## src/rtl/mem_arb_pkg.sv

```systemverilog
// ============================================================================
// Module      : mem_arb_pkg
// Description : Shared types and constants for the two-port memory bus arbiter.
//               The optional starvation guard is enabled by the macro
//               MEM_ARB_STARVE_GUARD_EN (see mem_bus_arbiter).
// Revision    : 1.0  initial release
// ============================================================================
`default_nettype none

package mem_arb_pkg;

   // Identifies which requester owns a bus transaction
   typedef enum logic {
      REQ_INSTR = 1'b0,
      REQ_DATA  = 1'b1
   } req_id_e;

   // Instruction fetches always read a full word
   localparam logic [3:0] BE_FULL = 4'hF;

   // Default configuration values
   localparam int MAX_OUTSTANDING_DEFAULT = 2;
   localparam int STARVE_LIMIT_DEFAULT    = 4;

endpackage : mem_arb_pkg

`default_nettype wire

```

## src/rtl/mem_arb_id_fifo.sv

```systemverilog
// ============================================================================
// Module      : mem_arb_id_fifo
// Description : In-order FIFO of requester IDs, one entry per accepted bus
//               transfer. The head names the owner of the next response.
//               The caller never pushes when full nor pops when empty.
// Revision    : 1.0  initial release
// ============================================================================
`default_nettype none

module mem_arb_id_fifo
   import mem_arb_pkg::*;
#(
   parameter int DEPTH = MAX_OUTSTANDING_DEFAULT,
   localparam int CNT_W = $clog2(DEPTH + 1),
   localparam int PTR_W = (DEPTH > 1) ? $clog2(DEPTH) : 1
) (
   input  logic             clk,
   input  logic             rstn,
   input  logic             push_i,
   input  logic             pop_i,
   input  req_id_e          wdata_i,
   output req_id_e          head_o,
   output logic [CNT_W-1:0] count_o,
   output logic             full_o,
   output logic             empty_o
);

   req_id_e          mem_q [DEPTH];
   logic [PTR_W-1:0] wptr_q;
   logic [PTR_W-1:0] rptr_q;
   logic [CNT_W-1:0] count_q;
   logic [CNT_W-1:0] count_d;
   logic             full_q;

   // Pointers wrap at DEPTH, which need not be a power of two
   function automatic logic [PTR_W-1:0] ptr_inc(input logic [PTR_W-1:0] p);
      return (p == PTR_W'(DEPTH - 1)) ? '0 : p + 1'b1;
   endfunction

   // Next occupancy: a simultaneous push and pop leaves it unchanged
   always_comb begin
      count_d = count_q;
      case ({push_i, pop_i})
         2'b10:   count_d = count_q + CNT_W'(1);
         2'b01:   count_d = count_q - CNT_W'(1);
         default: count_d = count_q;
      endcase
   end

   // Pointer, occupancy and registered-full tracking
   always_ff @(posedge clk) begin
      if (!rstn) begin
         wptr_q  <= '0;
         rptr_q  <= '0;
         count_q <= '0;
         full_q  <= 1'b0;
      end else begin
         if (push_i) wptr_q <= ptr_inc(wptr_q);
         if (pop_i)  rptr_q <= ptr_inc(rptr_q);
         count_q <= count_d;
         full_q  <= (count_d == CNT_W'(DEPTH));
      end
   end

   // Entry storage; contents are meaningless while the FIFO is empty
   always_ff @(posedge clk) begin
      if (push_i) mem_q[wptr_q] <= wdata_i;
   end

   assign head_o  = mem_q[rptr_q];
   assign count_o = count_q;
   assign full_o  = full_q;
   assign empty_o = (count_q == '0);

endmodule : mem_arb_id_fifo

`default_nettype wire

```

## src/rtl/mem_bus_arbiter.sv

```systemverilog
// ============================================================================
// Module      : mem_bus_arbiter
// Description : Shares one req/gnt/rvalid memory bus between the instruction
//               fetch port and the load/store port. Data has fixed priority;
//               a request left waiting for grant is locked until granted.
//               Responses are routed in order via an ID FIFO.
//               Optional macro MEM_ARB_STARVE_GUARD_EN forces the fetch port
//               to win after STARVE_LIMIT consecutive arbitration losses.
// Revision    : 1.0  initial release
// ============================================================================
`default_nettype none

module mem_bus_arbiter
   import mem_arb_pkg::*;
#(
   parameter int MAX_OUTSTANDING = MAX_OUTSTANDING_DEFAULT,
   parameter int STARVE_LIMIT    = STARVE_LIMIT_DEFAULT
) (
   input  logic        clk,
   input  logic        rstn,
   // Instruction fetch port
   input  logic        instr_req_i,
   input  logic [31:0] instr_addr_i,
   output logic        instr_gnt_o,
   output logic        instr_rvalid_o,
   output logic [31:0] instr_rdata_o,
   output logic        instr_err_o,
   // Load/store port
   input  logic        data_req_i,
   input  logic        data_we_i,
   input  logic [3:0]  data_be_i,
   input  logic [31:0] data_addr_i,
   input  logic [31:0] data_wdata_i,
   output logic        data_gnt_o,
   output logic        data_rvalid_o,
   output logic [31:0] data_rdata_o,
   output logic        data_err_o,
   // External memory port
   output logic        mem_req_o,
   output logic        mem_we_o,
   output logic [3:0]  mem_be_o,
   output logic [31:0] mem_addr_o,
   output logic [31:0] mem_wdata_o,
   input  logic        mem_gnt_i,
   input  logic        mem_rvalid_i,
   input  logic [31:0] mem_rdata_i,
   input  logic        mem_err_i,
   // Status
   output logic        unexp_rsp_o
);

   localparam int CNT_W = $clog2(MAX_OUTSTANDING + 1);

   logic             lock_q;
   logic             lock_d;
   req_id_e          lock_id_q;
   req_id_e          lock_id_d;
   logic             unexp_q;
   req_id_e          w_arb_id;
   req_id_e          w_winner;
   req_id_e          w_head;
   logic [CNT_W-1:0] w_count;
   logic             w_full;
   logic             w_empty;
   logic             w_push;
   logic             w_pop;

   // ------------------------------------------------------------------------
   // Unlocked arbitration
   // ------------------------------------------------------------------------
`ifdef MEM_ARB_STARVE_GUARD_EN
   localparam int SC_W = $clog2(STARVE_LIMIT + 1);

   logic [SC_W-1:0] starve_q;
   logic            w_starved;
   logic            w_instr_lost;

   assign w_starved = (starve_q == SC_W'(STARVE_LIMIT));

   // Data wins unless the fetch port has already lost STARVE_LIMIT times
   always_comb begin
      w_arb_id = REQ_INSTR;
      if (data_req_i && !(instr_req_i && w_starved)) w_arb_id = REQ_DATA;
   end

   // A loss only counts when an unlocked arbitration actually took place
   assign w_instr_lost = instr_req_i && !lock_q && !w_full && (w_arb_id == REQ_DATA);

   // Consecutive-loss counter for the fetch port, saturating at the limit
   always_ff @(posedge clk) begin
      if (!rstn) begin
         starve_q <= '0;
      end else if (!instr_req_i || instr_gnt_o) begin
         starve_q <= '0;
      end else if (w_instr_lost && !w_starved) begin
         starve_q <= starve_q + SC_W'(1);
      end
   end
`else
   logic unused_starve_limit;
   assign unused_starve_limit = (STARVE_LIMIT != 0);

   // Fixed priority: data over instruction
   always_comb begin
      w_arb_id = REQ_INSTR;
      if (data_req_i) w_arb_id = REQ_DATA;
   end
`endif

   // ------------------------------------------------------------------------
   // Request path
   // ------------------------------------------------------------------------
   assign w_winner  = lock_q ? lock_id_q : w_arb_id;

   // Full is registered, so a same-cycle response cannot re-open the request
   assign mem_req_o = (lock_q || instr_req_i || data_req_i) && !w_full;

   // Route the winner's transfer attributes onto the bus
   always_comb begin
      mem_we_o    = 1'b0;
      mem_be_o    = BE_FULL;
      mem_addr_o  = instr_addr_i;
      mem_wdata_o = '0;
      if (w_winner == REQ_DATA) begin
         mem_we_o    = data_we_i;
         mem_be_o    = data_be_i;
         mem_addr_o  = data_addr_i;
         mem_wdata_o = data_wdata_i;
      end
   end

   assign instr_gnt_o = mem_gnt_i && mem_req_o && (w_winner == REQ_INSTR);
   assign data_gnt_o  = mem_gnt_i && mem_req_o && (w_winner == REQ_DATA);

   // Hold the selection while the bus has not yet granted it
   always_comb begin
      lock_d    = lock_q;
      lock_id_d = lock_id_q;
      if (mem_req_o && !mem_gnt_i) begin
         lock_d    = 1'b1;
         lock_id_d = w_winner;
      end else if (mem_gnt_i) begin
         lock_d    = 1'b0;
      end
   end

   // Lock state register
   always_ff @(posedge clk) begin
      if (!rstn) begin
         lock_q    <= 1'b0;
         lock_id_q <= REQ_INSTR;
      end else begin
         lock_q    <= lock_d;
         lock_id_q <= lock_id_d;
      end
   end

   // ------------------------------------------------------------------------
   // Outstanding transaction tracking and response routing
   // ------------------------------------------------------------------------
   assign w_push = mem_req_o && mem_gnt_i;
   assign w_pop  = mem_rvalid_i && (w_count != '0);

   mem_arb_id_fifo #(
      .DEPTH   (MAX_OUTSTANDING)
   ) u_id_fifo (
      .clk     (clk),
      .rstn    (rstn),
      .push_i  (w_push),
      .pop_i   (w_pop),
      .wdata_i (w_winner),
      .head_o  (w_head),
      .count_o (w_count),
      .full_o  (w_full),
      .empty_o (w_empty)
   );

   assign instr_rvalid_o = w_pop && (w_head == REQ_INSTR);
   assign instr_rdata_o  = instr_rvalid_o ? mem_rdata_i : '0;
   assign instr_err_o    = instr_rvalid_o && mem_err_i;
   assign data_rvalid_o  = w_pop && (w_head == REQ_DATA);
   assign data_rdata_o   = data_rvalid_o ? mem_rdata_i : '0;
   assign data_err_o     = data_rvalid_o && mem_err_i;

   // Sticky flag for a response that no transaction was waiting for
   always_ff @(posedge clk) begin
      if (!rstn) begin
         unexp_q <= 1'b0;
      end else if (mem_rvalid_i && w_empty) begin
         unexp_q <= 1'b1;
      end
   end

   assign unexp_rsp_o = unexp_q;

endmodule : mem_bus_arbiter

`default_nettype wire

```

## config.mk

```make
export PLATFORM = sky130hd
export DESIGN_NAME = mem_bus_arbiter
export DESIGN_NICKNAME = d
export VERILOG_FILES = /design/src/rtl/mem_arb_pkg.sv /design/src/rtl/mem_arb_id_fifo.sv /design/src/rtl/mem_bus_arbiter.sv
export SDC_FILE = /design/constraint.sdc
export NUM_CORES = 1
export LEC_CHECK = 0
export ABC_CLOCK_PERIOD_IN_PS = 2500
export BUFFER_PORTS_ARGS = -buffer_cell sky130_fd_sc_hd__buf_4
export CORE_AREA = 2 2 110 112
export CTS_CLUSTER_DIAMETER = 100
export DETAILED_ROUTE_END_ITERATION = 10
export DIE_AREA = 0 0 112 114
export GPL_TIMING_DRIVEN = 0
export MAX_ROUTING_LAYER = met4
export PLACE_DENSITY = 0.58
export REMOVE_ABC_BUFFERS = 1
export SLEW_MARGIN = 20
export SYNTH_ARGS = -nofsm -noshare
export SYNTH_HDL_FRONTEND = slang
export SYNTH_SLANG_ARGS = --single-unit
```

## constraint.sdc

```tcl
create_clock -name clk -period 2.5 [get_ports clk]
set_clock_uncertainty 0.1 [all_clocks]
set_input_delay 0.25 -clock clk [delete_from_list [all_inputs] [get_ports clk]]
set_output_delay 0.25 -clock clk [all_outputs]
set_load 0.03 [all_outputs]
```

* Yosys cells after proc, flatten, opt, wreduce, memory -nomap -nowiden
Memories as Yosys holds them, arrays and structs flattened. A register that Yosys moved wholly into a read port is not among the register bits.
Cells that the tools add are included.
** Storage, ports and cells
- Bits in registers :: 8
- Latch bits :: 0
- Bits in writable memories :: 2
- Memory bits (read-only) :: 0
- Output and inout port bits :: 141
- Logic and storage cells :: 52
- Memories kept :: 1
** Operators by class
- Add/sub/neg operators :: 4
- Multipliers :: 0
- Div/mod/pow operators :: 0
- Magnitude comparators :: 0
- Equal/unequal tests :: 3
- Shift operators :: 0
- Multiplexer cells :: 17
- Bitwise logic cells :: 2
- Reduce and logical (&&, ||, !) cells :: 18
** Memories
- u_id_fifo.mem_q :: words 2, width 1, rd ports 1, clocked after memory_dff 1, wr ports 1, RTL line mem_arb_id_fifo.sv:28 : req_id_e mem_q [DEPTH];
** Operators with widths (count)
- $mux 32 :: 4
- $logic_and 1x1->1 :: 11
- $mux 1 :: 11
- $eq 2x2->1 const B :: 2
- $mux 4 :: 1
- $pmux 2 s2 :: 1
- $reduce_bool 2->1 :: 2
- $add 1x1->1 const B :: 2
- $add 2x1->2 const B :: 1
- $eq 2x1->1 const B :: 1
- $logic_not 1->1 :: 2
- $logic_not 2->1 :: 1
- $logic_or 1x1->1 :: 2
- $not 1->1 :: 2
- $sub 2x1->2 const B :: 1

* Logic depth before layout (Yosys ltp)
- Depth after elaboration :: 7
- Depth in mapped cells :: 7
- Depth with buffers taken out :: 6

* Modules after synthesis
A second synthesis with hierarchy kept.
** Second synthesis, totals
- Cells, all modules :: 209
- Area, all modules :: 1774.2 um2
** Modules (own cells, without submodules)
- mem_bus_arbiter :: times used 1, cells an instance 177, area each 1440.1 um2, seq. area each 60.1 um2
- mem_arb_id_fifo :: times used 1, cells an instance 32, area each 334.1 um2, seq. area each 180.2 um2

* Least setup slack after synthesis
OpenSTA, ideal clock, no wires.
- Path type :: register -> register
- Start point :: register lock_q
- End point :: register u_id_fifo.full_q, in the netlist u_id_fifo.full_o
- Setup time :: 0.074 ns
- Data arrival time :: 1.868 ns
- Path slack :: 0.458 ns
- Stages on the path, launching flop included :: 7
- Path buffers :: 1
- Period minus slack after synthesis :: 2.042 ns
- Path through :: dfxtp_1 > nor3_1 > or3_1 > buf_2 > ha_1 > or4b_1 > a31oi_1
** Between the ends
- Word-level cells in the longest chain between the ends :: 7
** Ends and longest elaborated chain
- from (decl) :: RTL line mem_bus_arbiter.sv:54 : logic lock_q;
- from (signal assigned) :: RTL line mem_bus_arbiter.sv:153 : lock_q <= lock_d;
- $logic_or 1x1->1 (*) (2 in a row) :: RTL line mem_bus_arbiter.sv:116 : assign mem_req_o = (lock_q || instr_req_i || data_req_i) && !w_full;
- $logic_and 1x1->1 (*) :: RTL line mem_bus_arbiter.sv:116
- $logic_and 1x1->1 (*) :: RTL line mem_bus_arbiter.sv:161 : assign w_push = mem_req_o && mem_gnt_i;
- $eq 2x1->1 or $eq 2x2->1 (tied branches) :: RTL line mem_arb_id_fifo.sv:43 : case ({push_i, pop_i})
- $pmux 2 s2 (*) :: RTL line mem_arb_id_fifo.sv:43
- $eq 2x2->1 (*) :: RTL line mem_arb_id_fifo.sv:61 : full_q <= (count_d == CNT_W'(DEPTH));
- to (signal assigned) :: RTL line mem_arb_id_fifo.sv:61
- to (decl) :: RTL line mem_arb_id_fifo.sv:33 : logic full_q;
Every way passes the cells marked *; elsewhere a longest branch is shown, timed or not.
A chain may end at the register's enable or synchronous reset.

* Worst setup path in the final report
- Start point :: register lock_q
- End point :: output port mem_addr_o[28]
** Between the ends
- Word-level cells in the longest chain between the ends :: 2
** Ends and longest elaborated chain
- $mux 1 :: RTL line mem_bus_arbiter.sv:113 : assign w_winner = lock_q ? lock_id_q : w_arb_id;
- $mux 32 :: RTL line mem_bus_arbiter.sv:124 : if (w_winner == REQ_DATA) begin
- to (decl) :: RTL line mem_bus_arbiter.sv:42 : output logic [31:0] mem_addr_o,
No other way between the ends.

==> Flow_metrics.wiki <==
{| class="wikitable"
! Metric !! Value
|-
| Run status || completed
|-
| Placement-stage worst setup slack || 0.250 ns
|-
| Post-route cell area || 4120 sq um
|-
| Sequential share of power || 12.2%
|-
| Count of mapped cells out of synthesis || 203
|-
| Final setup fails || 0
|-
| DRC marker count from the first detailed-route iteration || 95
|-
| Placeable core region || 11700 sq um
|-
| Antenna violations before repair || 1
|-
| Startpoint of the most critical hold path || mem_rvalid_i
|-
| Delay of the slowest critical-path stage || 0.43 ns
|-
| Bufs and invs on worst path || 3
|-
| Worst slew margin relative to its limit || 61.2%
|-
| Non-filler cells, final || 626
|-
| Combined global-route utilization of all metal layers || 12.3%
|-
| Number of clock sinks || 11
|-
| I/O pin count || 281
|-
| Setup repair after global routing missed its margin || false
|-
| Global-route congestion overflow total || 0
|-
| Share of Yosys cell area claimed by the top area cell type || 27.1%
|-
| Static leakage || 2.25 nW
|-
| Initial standard-cell utilization of the core || 14.7%
|-
| Hold Path Class || input port to register
|-
| Overall die width || 112 microns
|-
| Crit path kind || register to output pin
|-
| Number of slew-limit violations in the final report || 0
|-
| Residual antenna-violating net count after detailed routing || 0
|-
| Number of rows created at floorplan || 40
|-
| Via count of the first global-routing pass || 2306
|-
| Number of H-tree levels || 1
|-
| Critical path data arrival time || 1.95 ns
|-
| Worst reg2reg path startpoint || lock_q$_SDFFE_PN0P_
|-
| Nets@finish || 620
|-
| Root buffer cell || sky130_fd_sc_hd__clkbuf_16
|-
| Maximum clock rate || 434 MHz
|-
| Global-route wire length before repair || 12200 microns
|-
| Die height || 114 microns
|-
| Synth unique cells || 31
|-
| Slack of the worst reg-to-reg path || 0.26 ns
|-
| TritonRoute pass-1 iters || 4
|-
| Switching share of power || 47.0%
|-
| Period Utilization, post-route || 92.1%
|-
| Worst Setup SP || lock_q$_SDFFE_PN0P_
|-
| Count of warnings emitted by yosys || 0
|-
| Cell Count Post-Placement || 619
|-
| Crit end category || output pin
|-
| Commonest cells post-synth || sky130_fd_sc_hd__and2_1, sky130_fd_sc_hd__nor2b_1, sky130_fd_sc_hd__mux2_4
|-
| Largest fanout of any net on the critical path || 17
|-
| FFs w/ async S/R, synth || 0%
|-
| Power density of the placed cells || 546 nW/um^2
|-
| Drt drc || 0
|-
| Cell area after placement || 4010 sq um
|-
| Portion of the post-synthesis area used by sequential elements || 14.0%
|-
| Transition time at the pin with the least slew margin || 0.581 ns
|-
| Maximum Capacitance Violations || 0
|-
| Clock Pin Slew Worst Setup and Hold Paths || 0.04 ns
|-
| Clock tree buffer depth || 2
|-
| Net switching power of the design || 0.00106 W
|-
| DPL Wire Length || 7730 microns
|-
| Most used standard cell by instance count after synthesis || sky130_fd_sc_hd__and2_1
|-
| Largest delay contributor family on the critical path || multiplexers
|-
| Average cell area after synthesis || 8.47 sq um
|-
| Internal power || 0.00119 W
|-
| Clock network fraction of total power || 12.8%
|-
| Overall die area || 12800 sq um
|-
| Top cell type by total area after synthesis || sky130_fd_sc_hd__mux2_4
|-
| Number of synthesized flops with an enable pin || 2
|-
| Largest vdd supply drop || 291 uV
|-
| Worst skew pair latency || 0.24 ns
|-
| Clock tree from TritonCTS || built
|-
| Share of post-route cells with drive strength above 1 || 69.0%
|-
| Total standard cell area after synthesis || 1720 sq um
|-
| Logic gate share of total power || 75.0%
|-
| GPL Wtd Cong || 0.685
|-
| Final worst setup slack || 0.198 ns
|-
| Number of flip-flops and latches in the synthesized netlist || 11
|-
| Final Hold Fails || 0
|-
| Number of vias per cell after detailed routing || 3.92
|-
| Critical Path RT || 2.15 ns
|-
| Largest net degree at the start of global routing || 35
|-
| Number of port buffers || 280
|-
| Leading cell types by total area after synthesis || sky130_fd_sc_hd__mux2_4, sky130_fd_sc_hd__and2_1, sky130_fd_sc_hd__nor2b_1
|-
| Total number of vias || 2456
|-
| Layout overhead on the synthesized area || 139%
|-
| TritonCTS Buffers || 3
|-
| Total wirelength of the detailed-routed design || 8700 microns
|-
| Critical Path, Cell by Cell || mux2i_4 > buf_8 > buf_16 > mux2_4 > buf_4
|-
| Clock period minus final worst setup slack || 2.30 ns
|-
| Element type at the critical path start || register
|-
| Average wire per cell in the routed design || 13.9 microns
|-
| Slowest CP cell || sky130_fd_sc_hd__dfxtp_1
|-
| Top FF cell, synth || sky130_fd_sc_hd__dfxtp_1
|}
-- what timing repair did --
action                                 in CTS  in global routing
buffers inserted                            0                  2
resized for setup                           0                  0
setup endpoints to repair                   0                 18
endpoints found under the hold margin       0                  0
hold buffers                                0                  0
-- power by group through the flow --
| stage | Combinational (W) | Sequential (W) | Clock [W] |
|---|---|---|---|
| 2_1_floorplan | 0.000983 | 0.000276 | 0 |
| 3_3_place_gp | 0.00165 | 0.000272 | 0 |
| 3_5_place_dp | 0.00169 | 0.000277 | 0 |
| 4_1_cts | 0.00169 | 0.000275 | 0.000294 |
| 5_1_grt | 0.00179 | 0.000283 | 0.000304 |
| 6_report | 0.00169 | 0.000274 | 0.000289 |
-- stage by stage --
stage	hold slack, ns	util [%]	power (W)	setup TNS (ns)
after floorplan	0.291	-	0.00126	-16.16
after global placement	0.360	33.4	0.00192	-52.85
after detailed placement	0.371	34.3	0.00197	0
after CTS	0.163	34.9	0.00226	0
after global routing	0.187	35.2	0.00238	0
final	0.161	35.2	0.00225	0
-- area by class of cell --
class	count	area, sq um
Timing Repair Buffer	286	2210
Inverter	5	18.8
Clock buffer	4	78.8
Multi-Input combinational cell	172	1380
Fill cell	1229	7590
Sequential cell	11	240
Antenna cell	1	2.50
Tap cell	147	184
-- logic make-up (layout without fill, tap and decap cells) --
logic type	after synthesis	after routing	share of synthesized area [%]
AND/OR/NAND/NOR	125	125	44.0
multiplexers	35	35	30.2
buffers and inverters	20	295	6.47
flip-flops	11	11	14.0
AO/OA/AOI/OAI	8	8	3.13
XOR/XNOR	3	3	1.53
adder cells (fa/ha/maj)	1	1	0.727
other	0	1	0
-- metal layers --
layer / vias to the layer above / part of all wire (%) / GRT usage, %
met4: 0 / 0.16 / 0.976
li1: 1203 / - / -
met1: 1083 / 35 / 13.3
met2: 168 / 54 / 23.8
met5: - / 0 / -
met3: 2 / 11 / 3.19
-- registers in the layout, summed over array words and instances, names as in the netlist, named ones only --
| register | count |
|---|---|
| u_id_fifo.rptr_q | 1 |
| u_id_fifo.count_o | 2 |
| lock_id_q | 1 |
| u_id_fifo.full_o | 1 |
| u_id_fifo.wptr_q | 1 |
| unexp_rsp_o | 1 |
| u_id_fifo.mem_q | 2 |
| lock_q | 1 |
-- final timing paths --
check / cells after the start / endpoint
min reg2reg: 2 / unexp_rsp_o$_SDFFE_PN0P_
min: 3 / unexp_rsp_o$_SDFFE_PN0P_
max: 5 / mem_addr_o[28]
max reg2reg: 5 / u_id_fifo.full_o$_SDFF_PN0_
-- tightest hold or removal path, delay by kind of cell --
family | cells | cell delay, ns
simple gates | 1 | 0.07
buf+inv | 1 | 0.09
compound gates | 1 | 0.05
-- placed cells by master, fill, tap and decap left out, drive strengths merged --
master / n
a21oi: 3
inv: 5
nand4b: 1
dfxtp: 9
a31oi: 1
xor2: 2
ha: 1
o211a: 1
edfxtp: 2
a31o: 1
or2: 4
or3: 2
nor3: 2
nand3b: 1
nor2b: 34
xnor2: 1
nand2: 3
diode: 1
clkbuf: 4
o21ai: 2
or4b: 1
mux2: 32
and2: 66
mux2i: 3
nor2: 11
buf: 286
No activity file was read; power rests on OpenSTA's default activity.
